===== src/rtl/lcd_rgb_timing_rx.sv =====
// Parallel RGB LCD receiver: registers pixels with their x/y position and
// locks onto the active geometry once two identical complete frames are seen.
module lcd_rgb_timing_rx #(
  parameter int SYNC_POL = 0,
  parameter int CNT_W    = 11
) (
  input  logic             sys_clk,
  input  logic             sys_rst_n,
  input  logic             lcd_de,
  input  logic             lcd_hs,
  input  logic             lcd_vs,
  input  logic [23:0]      lcd_rgb,
  output logic             pix_valid,
  output logic [23:0]      pix_data,
  output logic [CNT_W-1:0] pix_x,
  output logic [CNT_W-1:0] pix_y,
  output logic             frame_start,
  output logic [CNT_W-1:0] h_active,
  output logic [CNT_W-1:0] v_active,
  output logic             locked,
  output logic [7:0]       err_cnt
);

  typedef enum logic [1:0] {
    ST_SYNC    = 2'd0,
    ST_MEASURE = 2'd1,
    ST_CONFIRM = 2'd2,
    ST_LOCKED  = 2'd3
  } state_t;

  localparam logic [CNT_W-1:0] CNT_ZERO = {CNT_W{1'b0}};
  localparam logic [CNT_W-1:0] CNT_ONE  = {{(CNT_W-1){1'b0}}, 1'b1};
  localparam logic [CNT_W-1:0] CNT_MAX  = {CNT_W{1'b1}};

  function automatic logic [CNT_W-1:0] sat_inc(input logic [CNT_W-1:0] v);
    sat_inc = (v == CNT_MAX) ? v : v + CNT_ONE;
  endfunction

  state_t           r_state, w_state_next;
  logic             r_vs_act_d, r_de_d;
  logic             r_pix_valid, r_frame_start, r_locked;
  logic [23:0]      r_pix_data;
  logic [CNT_W-1:0] r_pix_x, r_pix_y, r_h_active, r_v_active;
  logic [CNT_W-1:0] r_len, r_line, r_ref, r_cand_h, r_cand_v;
  logic             r_mis;
  logic [7:0]       r_err_cnt;

  logic             w_vs_act, w_vs_edge, w_de_rise, w_de_fall;
  logic [CNT_W-1:0] w_line_end, w_ref_end;
  logic             w_mis_end, w_frame_ok, w_eq_cand, w_eq_lock, w_len_bad;
  logic             w_cand_load, w_lock_load, w_lock_exit;
  logic             w_unused_hs;

  assign w_unused_hs = lcd_hs;
  assign w_vs_act    = (SYNC_POL != 0) ? lcd_vs : ~lcd_vs;
  assign w_vs_edge   = w_vs_act & ~r_vs_act_d;
  assign w_de_rise   = lcd_de & ~r_de_d;
  assign w_de_fall   = ~lcd_de & r_de_d;

  // A line ending together with vs_edge still belongs to the frame being closed.
  assign w_line_end = w_de_fall ? sat_inc(r_line) : r_line;
  assign w_ref_end  = (w_de_fall && (r_line == CNT_ZERO)) ? r_len : r_ref;
  assign w_mis_end  = r_mis | (w_de_fall && (r_line != CNT_ZERO) && (r_len != r_ref));
  assign w_frame_ok = (w_line_end != CNT_ZERO) && !w_mis_end;
  assign w_eq_cand  = (w_ref_end == r_cand_h) && (w_line_end == r_cand_v);
  assign w_eq_lock  = (w_ref_end == r_h_active) && (w_line_end == r_v_active);
  assign w_len_bad  = w_de_fall && (r_len != r_h_active);

  // Next-state logic for the lock acquisition state machine
  always_comb begin
    w_state_next = r_state;
    case (r_state)
      ST_SYNC: begin
        if (w_vs_edge) w_state_next = ST_MEASURE;
        else           w_state_next = r_state;
      end
      ST_MEASURE: begin
        if (w_vs_edge && w_frame_ok) w_state_next = ST_CONFIRM;
        else                         w_state_next = r_state;
      end
      ST_CONFIRM: begin
        if (!w_vs_edge)      w_state_next = r_state;
        else if (!w_frame_ok) w_state_next = ST_MEASURE;
        else if (w_eq_cand)  w_state_next = ST_LOCKED;
        else                 w_state_next = ST_CONFIRM;
      end
      ST_LOCKED: begin
        if (w_len_bad)                                w_state_next = ST_SYNC;
        else if (w_vs_edge && !(w_frame_ok && w_eq_lock)) w_state_next = ST_MEASURE;
        else                                          w_state_next = ST_LOCKED;
      end
      default: w_state_next = ST_SYNC;
    endcase
  end

  assign w_cand_load = w_vs_edge && w_frame_ok &&
                       ((r_state == ST_MEASURE) || ((r_state == ST_CONFIRM) && !w_eq_cand));
  assign w_lock_load = (r_state == ST_CONFIRM) && (w_state_next == ST_LOCKED);
  assign w_lock_exit = (r_state == ST_LOCKED) && (w_state_next != ST_LOCKED);

  // Input edge history, pixel capture and position outputs
  always_ff @(posedge sys_clk or negedge sys_rst_n) begin
    if (!sys_rst_n) begin
      r_vs_act_d    <= 1'b0;
      r_de_d        <= 1'b0;
      r_pix_valid   <= 1'b0;
      r_pix_data    <= 24'h000000;
      r_pix_x       <= CNT_ZERO;
      r_pix_y       <= CNT_ZERO;
      r_frame_start <= 1'b0;
    end else begin
      r_vs_act_d    <= w_vs_act;
      r_de_d        <= lcd_de;
      r_pix_valid   <= lcd_de;
      r_frame_start <= w_vs_edge;
      if (lcd_de) begin
        r_pix_data <= lcd_rgb;
        r_pix_y    <= w_vs_edge ? CNT_ZERO : r_line;
        r_pix_x    <= w_de_rise ? CNT_ZERO : sat_inc(r_pix_x);
      end
    end
  end

  // Per-frame measurement: line length, line count, reference length, mismatch
  always_ff @(posedge sys_clk or negedge sys_rst_n) begin
    if (!sys_rst_n) begin
      r_len  <= CNT_ZERO;
      r_line <= CNT_ZERO;
      r_ref  <= CNT_ZERO;
      r_mis  <= 1'b0;
    end else begin
      if (w_de_rise)   r_len <= CNT_ONE;
      else if (lcd_de) r_len <= sat_inc(r_len);
      if (w_vs_edge) begin
        r_line <= CNT_ZERO;
        r_mis  <= 1'b0;
      end else if (w_de_fall) begin
        r_line <= w_line_end;
        r_ref  <= w_ref_end;
        r_mis  <= w_mis_end;
      end
    end
  end

  // State register, candidate/locked geometry and lock-loss counter
  always_ff @(posedge sys_clk or negedge sys_rst_n) begin
    if (!sys_rst_n) begin
      r_state    <= ST_SYNC;
      r_locked   <= 1'b0;
      r_cand_h   <= CNT_ZERO;
      r_cand_v   <= CNT_ZERO;
      r_h_active <= CNT_ZERO;
      r_v_active <= CNT_ZERO;
      r_err_cnt  <= 8'd0;
    end else begin
      r_state  <= w_state_next;
      r_locked <= (w_state_next == ST_LOCKED);
      if (w_cand_load) begin
        r_cand_h <= w_ref_end;
        r_cand_v <= w_line_end;
      end
      if (w_lock_load) begin
        r_h_active <= w_ref_end;
        r_v_active <= w_line_end;
      end
      if (w_lock_exit && (r_err_cnt != 8'hFF)) r_err_cnt <= r_err_cnt + 8'd1;
    end
  end

  assign pix_valid   = r_pix_valid;
  assign pix_data    = r_pix_data;
  assign pix_x       = r_pix_x;
  assign pix_y       = r_pix_y;
  assign frame_start = r_frame_start;
  assign h_active    = r_h_active;
  assign v_active    = r_v_active;
  assign locked      = r_locked;
  assign err_cnt     = r_err_cnt;

endmodule


===== config.mk =====
export PLATFORM = sky130hd
export DESIGN_NAME = lcd_rgb_timing_rx
export DESIGN_NICKNAME = d
export VERILOG_FILES = /design/src/rtl/lcd_rgb_timing_rx.sv
export SDC_FILE = /design/constraint.sdc
export NUM_CORES = 1
export LEC_CHECK = 0
export ABC_AREA = 1
export BUFFER_PORTS_ARGS = -buffer_cell sky130_fd_sc_hd__buf_4
export CAP_MARGIN = 20
export CORE_MARGIN = 1.5
export CORE_UTILIZATION = 62
export DETAILED_ROUTE_END_ITERATION = 8
export MAX_ROUTING_LAYER = met4
export PLACE_DENSITY = 0.91
export SETUP_SLACK_MARGIN = 0.4
export SYNTH_ARGS = -nofsm -noshare
export SYNTH_HDL_FRONTEND = slang
export SYNTH_SLANG_ARGS = --single-unit

===== constraint.sdc =====
create_clock -name sys_clk -period 4.4 [get_ports sys_clk]
set_clock_uncertainty 0.05 [all_clocks]
set_input_delay 0.22 -clock sys_clk [delete_from_list [all_inputs] [get_ports sys_clk]]
set_output_delay 0.22 -clock sys_clk [all_outputs]
set_load 0.01 [all_outputs]

* Word level (Yosys, flattened, before mapping)
Cells that the tools add are included.
** Storage, ports and cells
- Register bits :: 138
- Output and inout port bits :: 79
- Logic and storage cells :: 96
** Cells by class
- Add/subtract/negate cells :: 4
- Equal/unequal tests :: 17
- Multiplexer cells :: 21
- Bitwise logic cells :: 9
- Reductions and logical operators :: 28
** Operator list (count)
- 11-bit 2-to-1 mux :: 11
- 11-bit equality test :: 4
- 11-bit by 1-bit adder with 11-bit output (second input constant) :: 3
- 11-bit equality test (second input constant) :: 3
- 11-bit != test :: 2
- 11-bit nonzero test :: 2
- 1-bit logical AND :: 15
- 2-bit 2-to-1 mux :: 6
- 11-bit zero test :: 1
- 8-bit by 1-bit adder with 8-bit output (second input constant) :: 1
- 8-bit != test (second input constant) :: 1
- 2-bit one-hot mux with 4 select lines :: 1
- 2-bit equality test (second input constant) :: 3
- 2-bit != test (second input constant) :: 3
- 2-bit AND reduction :: 3
- 1-bit NOT :: 5
- 2-bit nonzero test :: 2
- 1-bit bitwise AND :: 3
- 1-bit zero test :: 3
- 1-bit 2-to-1 mux :: 3
- 2-bit by 1-bit equality test with 1-bit output (second input constant) :: 1
- 2-bit zero test :: 1
- 1-bit logical OR :: 1
- 1-bit bitwise OR :: 1

* Longest topological paths before layout
Gate-level depths: netlist of run 1.
- Word-level depth :: 16
- Depth in mapped cells :: 23

* Least setup slack after synthesis of run 1
Ideal clock, no wire load.
- Path type :: register to register
- From :: reg r_line[0]
- To :: reg r_h_active[5] (netlist: h_active[5])
- Library setup time :: 117 ps
- Arrival time :: 2409 ps
- Setup slack :: 1823 ps
- Stages on the path, launching flop included :: 22
- Buffers on the path :: 2
- Clock period less this slack :: 2577 ps
- Path through :: dfrtp_1 > inv_2 > ha_1 > nand2_1 > nor2_4 > nand3_4 > buf_6 > nand2_1 > nand2_1 > nand2_1 > nand3_1 > nor2_1 > nand2_1 > nor2_1 > nand2_1 > nand2_1 > nand2_1 > a21oi_4 > nand3_2 > buf_2 > nand2_1 > nand2_1
** On the way
- Cells in the longest elaborated chain, start to end :: 14
- Elaborated cells between the ends (all ways) :: 33
- Classes of those cells :: 1 x add/sub; 6 x eq/ne; 10 x mux; 1 x bitwise; 15 x reduce/logical
** Ends and longest elaborated chain
- from (decl) :: RTL line 44 : logic [CNT_W-1:0] r_len, r_line, r_ref, r_cand_h, r_cand_v;
- from (signal assigned) :: RTL line 138 : r_line <= w_line_end;
- parallel branches: the longest is 14 deep, another holds 11-bit by 1-bit adder with 11-bit output
- to (signal assigned) :: RTL line 163 : r_h_active <= w_ref_end;
- to (decl) :: RTL line 43 : logic [CNT_W-1:0] r_pix_x, r_pix_y, r_h_active, r_v_active;
Several ways; the timed one is not identified.
A chain may end at the register's enable or synchronous reset.

* Worst setup path in the final report of run 1
- From :: reg r_line[0]
- To :: reg r_cand_v[4]
** On the way
- Cells in the longest elaborated chain, start to end :: 9
- Elaborated cells between the ends (all ways) :: 22
- Classes of those cells :: 1 x add/sub; 3 x eq/ne; 3 x mux; 1 x bitwise; 14 x reduce/logical
** Ends and longest elaborated chain
- 11-bit by 1-bit adder with 11-bit output (tied with other cells) :: RTL line 36 : sat_inc = (v == CNT_MAX) ? v : v + CNT_ONE;
- 11-bit 2-to-1 mux or 1-bit logical AND (tied branches) :: RTL line 36, 62
- 11-bit 2-to-1 mux (on tied branches) :: RTL line 61, 62
- 11-bit equality test :: RTL line 65 : assign w_eq_cand = (w_ref_end == r_cand_h) && (w_line_end == r_cand_v);
- 1-bit logical AND :: RTL line 65
- 1-bit zero test :: RTL line 97 : ((r_state == ST_MEASURE) || ((r_state == ST_CONFIRM) && !w_eq_cand));
- 1-bit logical AND :: RTL line 97
- 1-bit logical OR :: RTL line 97
- 1-bit logical AND :: RTL line 96 : assign w_cand_load = w_vs_edge && w_frame_ok &&
- to (signal assigned) :: RTL line 160 : r_cand_v <= w_line_end;
- to (decl) :: RTL line 44
Parallel ways exist; a longest one is shown, timed or not.

==> run summary, run 1 <==
The power density over the cells is 501 nW/um2. The max-cap violation count came out at 0. The half-perimeter wire length after placement came out at 12400 um.

VDD sags by at most 0.417 mV. The netlist uses 38 different library cells. The netlist area before placement is 7360 um2. The run finished, with violations left.

The kind of end point of the critical path is a flip-flop. The largest driver fanout on the critical path is 30. The number of diodes added for antenna fixing came out at 0. The worst setup path is launched from a flip-flop. The count of unresolved DRC violations after routing came out at 6. Timing would allow up to 0.284 GHz. The arrival time at the worst endpoint came out at 3.83 ns. TritonCTS built the clock tree. In the final routed layout, each cell accounts on average for 16.3 um. The longest clock path from root to sink contains 2 buffers. The start-to-end type of the worst setup path is reg2reg. The aggregate global routing overflow came out at 0.

By area the synthesized netlist is led by sky130_fd_sc_hd__dfrtp_1, sky130_fd_sc_hd__nand2_1, sky130_fd_sc_hd__inv_1. The per-cell via count in the routed design is 5.75. The area share of the largest cell type after synthesis is 46.9%. The count of pins over their slew limit was 0. The number of nets in the layout is 1130. Input and output buffers added on the ports amount to 106.

Clock tree synthesis selected as its root buffer the cell sky130_fd_sc_hd__clkbuf_16. The worst path uses 80.1% of the clock period. The count of endpoints failing setup in the final report is 0. The predominant post-synthesis flop cell is sky130_fd_sc_hd__dfrtp_1. Measured against its own limit, the worst slew margin works out to 28.3%. In this run, CTS created clock tree buffers numbering 17. The total setup buffers inserted after CTS is 0. The number of flops mapped to enable cells by yosys is 0. sky130_fd_sc_hd__dfrtp_1 takes more of the synthesized area than any other cell. During synthesis, Yosys emitted a total of 0 warnings. The standby leakage power came out at 0.00485 uW. Counting I/O delays and the setup requirement, the final critical path takes 3.52 ns. The most common cell in the synthesized netlist is sky130_fd_sc_hd__nand2_1. The height of the die is 112 um. STA puts the critical path data required time at 4.71 ns. The count of final hold-check violations came out at 0.

The instance count of the mapped netlist is 968. For this run, asynchronously set or reset flops after synthesis account for 100%. The number of antenna violations at the first check in global routing came out at 0.

The first global-routing pass estimated 34600 um of wire. In this run the remaining antenna-violating nets after routing total 0. Setup repair after global routing left no endpoint under its margin. The final routed wirelength across all metal layers came out at 20400 um. Synthesis produced a netlist with a net count of 1002.

The slew at the pin closest to its max-slew limit is 1.07 ns. The total global-route track usage is 35.8%. The worst register-to-register path begins at r_line[0]. The classification of the worst-slack hold path is in2reg. The first TritonRoute pass finished after 8 iterations. Setup total negative slack on the finished layout was measured at 0 ns.

The area of the die is 12500 um2. The number of violations reported at the end of detailed-routing iteration 0 is 726. 108 I/O pins were placed. The sequential element share of the synthesized area is 46.9%. The clock reaches the later pin of the worst-skew pair after 0.43 ns. The checks that failed: design-rule violations. The standard cell core area is 11500 um2. The CTS H-tree depth came out at 4. The chip width came out at 112 um. The total vias in the final route is 7204. The average size of a mapped cell is 7.60 um2. The initial standard-cell utilization of the core came out at 63.9%.

The pin count of the biggest net entering global routing is 89. Cells with a size suffix above 1 make up 15.8% of the layout. The tightest hold path in the finished design has a slack of 0.0512 ns.

By count the netlist is led by sky130_fd_sc_hd__nand2_1, sky130_fd_sc_hd__dfrtp_1, sky130_fd_sc_hd__inv_1. The endpoint identified for the worst register-to-register timing path is r_cand_v[4]. The length in cells of the worst reg-to-reg path came out at 20. After clock tree synthesis, the clock-pin slew on the worst setup and hold paths is 0.06 ns. The startpoint identified for the worst hold timing path is lcd_de. The count of state elements after synthesis is 138.

The critical path ends at r_cand_v[4]. The growth of design area from synthesis to finish is 24.7%. The standard-cell row count came out at 39. The number of sinks driven by the clock tree came out at 138. The instance count along the most critical hold path came out at 1. The critical path starts at r_line[0]. The number of global-route vias before repair came out at 7237. The internal reg-to-reg setup slack is 0.88 ns.

The congestion estimate from routability-driven global placement came to 0.915.
routing by layer:
layer | global-route usage [%] | vias to the layer above | part of all wire [%]
met2 | 59.0 | 317 | 50
met4 | 16.7 | 0 | 3.6
li1 | - | 3361 | -
met5 | - | - | 0
met1 | 42.6 | 3453 | 40
met3 | 7.40 | 73 | 6.4
cell usage in the layout, fill, tap and decap left out, drive strengths merged, types with 25 or more instances in the layout:
cell type,instances
nand3,64
nand2,351
inv,109
dlygate4sd3,26
dfrtp,138
nand4,35
buf,116
a21oi,25
o21ai,47
xor2,32
nor2,60
critical path, cell delays in order, from the launching register on:
cell	delay, ns
sky130_fd_sc_hd__dfrtp_1	0.42
sky130_fd_sc_hd__inv_2	0.12
sky130_fd_sc_hd__ha_1	0.15
sky130_fd_sc_hd__nand2_1	0.10
sky130_fd_sc_hd__nor2_4	0.29
sky130_fd_sc_hd__nand3_4	0.26
sky130_fd_sc_hd__inv_2	0.15
sky130_fd_sc_hd__nand2_1	0.11
sky130_fd_sc_hd__nand2_1	0.16
sky130_fd_sc_hd__nand2_1	0.07
sky130_fd_sc_hd__nand2_1	0.06
sky130_fd_sc_hd__nand2_1	0.07
sky130_fd_sc_hd__nor2_1	0.15
sky130_fd_sc_hd__nand2_1	0.09
sky130_fd_sc_hd__nor2_1	0.10
sky130_fd_sc_hd__nand2_1	0.08
sky130_fd_sc_hd__a21oi_1	0.11
sky130_fd_sc_hd__or2_1	0.48
sky130_fd_sc_hd__buf_12	0.26
sky130_fd_sc_hd__nand2_1	0.08
sky130_fd_sc_hd__o21ai_1	0.07
worst min-delay path by stage:
stage,end
5_1_grt,pix_valid
6_report,pix_valid
3_5_place_dp,r_len[10]
3_3_place_gp,r_len[9]
4_1_cts,pix_valid
2_1_floorplan,err_cnt[0]
report_power, final:
group | internal (uW) | switching, uW
Clock | 1010 | 553
Combinational | 511 | 799
Sequential | 1500 | 224
state kept, by name, indices dropped and copies added, names as in the netlist:
name         cells
r_mis            1
r_vs_act_d       1
h_active        11
pix_data        24
locked           1
r_line          11
err_cnt          8
v_active        11
r_ref           11
r_cand_v        11
pix_valid        1
pix_y           11
frame_start      1
pix_x           11
r_state          2
r_cand_h        11
r_len           11
kinds of logic after synthesis:
family | count (synthesis) | synth area share, %
fa+ha+maj | 5 | 0.850
simple gates | 549 | 32.5
xor+xnor | 39 | 4.64
compound gates | 93 | 7.43
buf+inv | 144 | 7.68
flops | 138 | 46.9
final cells by class:
cell class,count,area [um2]
Sequential cell,138,3450
Multi-Input combinational cell,686,3340
Fill cell,732,2330
Timing Repair Buffer,142,1150
Clock buffer,19,443
Inverter,111,417
Clock inverter,13,199
Tap cell,143,179
stage by stage:
| step | cell area [um2] | total power, uW | utilization (%) | cells | setup WS, ns |
|---|---|---|---|---|---|
| 5_1_grt | 9180 | 4840 | 79.7 | 1252 | 0.675 |
| 3_5_place_dp | 8280 | 2970 | 71.9 | 1194 | 1.04 |
| 6_report | 9180 | 4600 | 79.7 | 1252 | 0.877 |
| 2_1_floorplan | 7360 | 2550 | - | 968 | 1.82 |
| 4_1_cts | 9180 | 4560 | 79.7 | 1252 | 0.995 |
| 3_3_place_gp | 8280 | 2920 | 71.9 | 1194 | 1.15 |
what timing repair did:
action                                  CTS  global route
gates resized for setup                   0             0
endpoints found under the hold margin   112             0
endpoints found under the setup margin    0             0
hold buffers                             26             0
(Power assumes the default switching activity.)
==> run 2, diff against run 1 <==
--- a/config.mk
+++ b/config.mk
@@ -9,10 +9,10 @@
 export BUFFER_PORTS_ARGS = -buffer_cell sky130_fd_sc_hd__buf_4
 export CAP_MARGIN = 20
 export CORE_MARGIN = 1.5
-export CORE_UTILIZATION = 62
+export CORE_UTILIZATION = 58
 export DETAILED_ROUTE_END_ITERATION = 8
 export MAX_ROUTING_LAYER = met4
-export PLACE_DENSITY = 0.91
+export PLACE_DENSITY = 0.86
 export SETUP_SLACK_MARGIN = 0.4
 export SYNTH_ARGS = -nofsm -noshare
 export SYNTH_HDL_FRONTEND = slang
==> constraint.sdc (replaced) <==
create_clock -name sys_clk -period 3.25 [get_ports sys_clk]
set_clock_uncertainty 0.05 [all_clocks]
set_input_delay 0.1625 -clock sys_clk [delete_from_list [all_inputs] [get_ports sys_clk]]
set_output_delay 0.1625 -clock sys_clk [all_outputs]
set_load 0.01 [all_outputs]
==> run 2 against run 1 <==
The run now ends clean. Flip-flop and latch count unchanged. Critical path depth up 1. Non-clock buffer count up 49. Wire length up 12%. Via count up 6.9%. Register-to-register slack worse by 0.69 ns. Global-route usage down 4.5 points. Combinational power up 68%. Utilization up 2.7 points. First-iteration DRC count up 14%. Maximum frequency up 15%. Total power up 41%. Highest routed layer unchanged.
==> run summary, run 2 (synthesis results as in run 1) <==
The flow ran to the end, and the final reports show no timing, DRC or antenna violations. The first TritonRoute pass finished after 6 iterations. In this run the vertical extent of the chip is 116 um. The worst setup path is launched from a flip-flop. In the layout the commonest cells are sky130_fd_sc_hd__nand2_1, sky130_fd_sc_hd__buf_4, sky130_fd_sc_hd__dfrtp_1. The total CTS buffers is 17. The highest achievable clock rate is 0.326 GHz. The met2 track utilization from global routing is 50.4%. At the worst endpoint, the required time is 3.51 ns. The number of top-level pins is 108. The startpoint identified for the worst register-to-register timing path is r_line[1]. The final setup slack of the worst path came out at 0.183 ns. The standard cell core area is 12200 um2. The number of flip-flops in the largest register is 24. The routability congestion estimate came out at 0.905.

The count of pins over their slew limit came to 0. The first global-routing pass estimated 32000 um of wire. After detailed routing, the average wire length per cell comes to 17.3 um.

VDD sags by at most 0.716 mV. From synthesis to final layout, the design area changed by 36.8%. The final cycle utilization of the critical path is 94.4%. The aggregate global routing overflow is 0. met2 is the most crowded layer. The number of sinks driven by the clock tree is 138.

The total negative slack is 0 ns. Subtracting the final worst setup slack from the clock period gives 3.07 ns. Leaving out fill and tap cells, the most frequent cell in the layout is sky130_fd_sc_hd__nand2_1. Global routing consumed, on the met1 layer, 40.3% of the routing resources. The worst hold-check slack came out at 0.126 ns. TritonCTS built the clock tree. The power consumption came out at 6480 uW.

The max-cap violation count is 0. The standard-cell row count came out at 40. The clock edge transition at the registers on the reported setup and hold paths is 0.06 ns.

The tightest min-delay check is of the in2reg type. The area of the die came out at 13400 um2. The slew at the pin closest to its max-slew limit came out at 0.819 ns. In the final design database the tool counted 1179 nets. The arrival time at the worst endpoint came out at 3.33 ns. The final routed wirelength across all metal layers came out at 22900 um. Of all nets on the critical path, the largest fanout is 7. The number of global-route vias before repair came out at 6671. The number of violations reported at the end of detailed-routing iteration 0 came out at 828. The number of antenna violations at the first check in global routing was 0. Summing all non-filler instances in the final layout gives an area of 10100 um2. The count of final hold-check violations came out at 0. For this run, design rule violations remaining after detail routing come to 0. The max-slew headroom at the worst pin is 45.2%. The kind of end point of the critical path is a flip-flop. The power density over the cells is 644 nW/um2. In this run the remaining antenna-violating nets after routing total 0. The buffer depth of the longest clock path came out at 2.

The start-to-end type of the worst setup path is reg2reg. The proportion of layout cells with a drive suffix above 1 came out at 26.3%. The clock tree root driver cell is sky130_fd_sc_hd__clkbuf_16. The chip width is 116 um.

The standby leakage power is 0.00518 uW. The per-cell via count in the routed design came out at 5.81. The initial standard-cell utilization of the core came out at 60.3%. The critical path launch point is r_line[1].

The number of diodes added for antenna fixing came out at 0. The routing usage on met3 came out at 6.07%. The clock insertion delay at the later pin of the skew report came out at 0.43 ns. Once placement finished, the instance area stood at 8370 um2.

The worst hold path begins at lcd_de. Setup repair after global routing could not meet its margin everywhere. The routed layout has 7701 vias.

Entering global routing, the biggest net connects 80 pins. The count of endpoints failing setup in the final report is 0. The half-perimeter wire length after placement is 12200 um. The total global-route track usage is 31.3%.

The CTS H-tree depth came out at 4. The count of buffers added on input and output ports is 106. The post-place setup slack is 0.249 ns.
## run 2: worst paths after layout
kind	cells past startpoint	end	slack (ns)
max	21	v_active[5]	0.18
min	2	pix_valid	0.13
max reg2reg	21	v_active[5]	0.18
min reg2reg	2	pix_data[18]	0.42
max in group asynchronous	3	r_line[2]	2.03
min in group asynchronous	2	r_len[9]	0.31
## run 2: area by class of cell
| type | instances | area, um2 |
|---|---|---|
| Fill cell | 688 | 2140 |
| Timing Repair Buffer | 191 | 1660 |
| Multi-Input combinational cell | 686 | 3740 |
| Tap cell | 168 | 210 |
| Inverter | 111 | 419 |
| Clock buffer | 23 | 488 |
| Sequential cell | 138 | 3460 |
| Clock inverter | 8 | 92.6 |
## run 2: critical path, cell delays in order, from the launching register on
cell                        delay, ns
sky130_fd_sc_hd__dfrtp_2         0.46
sky130_fd_sc_hd__inv_2           0.14
sky130_fd_sc_hd__ha_4            0.16
sky130_fd_sc_hd__nand2_4         0.05
sky130_fd_sc_hd__nor2_4          0.15
sky130_fd_sc_hd__buf_6           0.16
sky130_fd_sc_hd__nand4_1         0.21
sky130_fd_sc_hd__nand2_4         0.15
sky130_fd_sc_hd__nand2_1         0.09
sky130_fd_sc_hd__nand2_1         0.08
sky130_fd_sc_hd__nand2_1         0.07
sky130_fd_sc_hd__nor2_1          0.10
sky130_fd_sc_hd__nand2_1         0.07
sky130_fd_sc_hd__nor2_2          0.12
sky130_fd_sc_hd__nand2_1         0.06
sky130_fd_sc_hd__nand2_1         0.07
sky130_fd_sc_hd__nand2_2         0.07
sky130_fd_sc_hd__a21oi_4         0.22
sky130_fd_sc_hd__nand3_4         0.17
sky130_fd_sc_hd__clkbuf_16       0.21
sky130_fd_sc_hd__nand2_2         0.06
sky130_fd_sc_hd__nand2_1         0.04
## run 2: what timing repair did
action	4_1_cts	5_1_grt
endpoints found under the setup margin	45	62
pin swaps	8	43
setup buffers	8	26
endpoints found under the hold margin	104	0
cloned	0	7
hold buffers	26	0
resized for setup	18	106
## run 2: layer usage
metal  wire length (um)  vias to the layer above
met5                  0                        -
met4                871                        0
met3               1770                      117
met2              11400                      453
met1               8850                     3671
li1                   -                     3460
## run 2: power breakdown
group	total (uW)	internal (uW)	switching [uW]
Sequential	2360	2030	333
Combinational	2200	918	1280
Clock	1920	1200	723
## run 2: per-stage QoR
stage	instances	utilization (%)
floorplan	968	-
global placement	1227	68.6
detailed placement	1227	68.6
CTS	1292	76.6
global route	1325	82.5
finish	1325	82.5
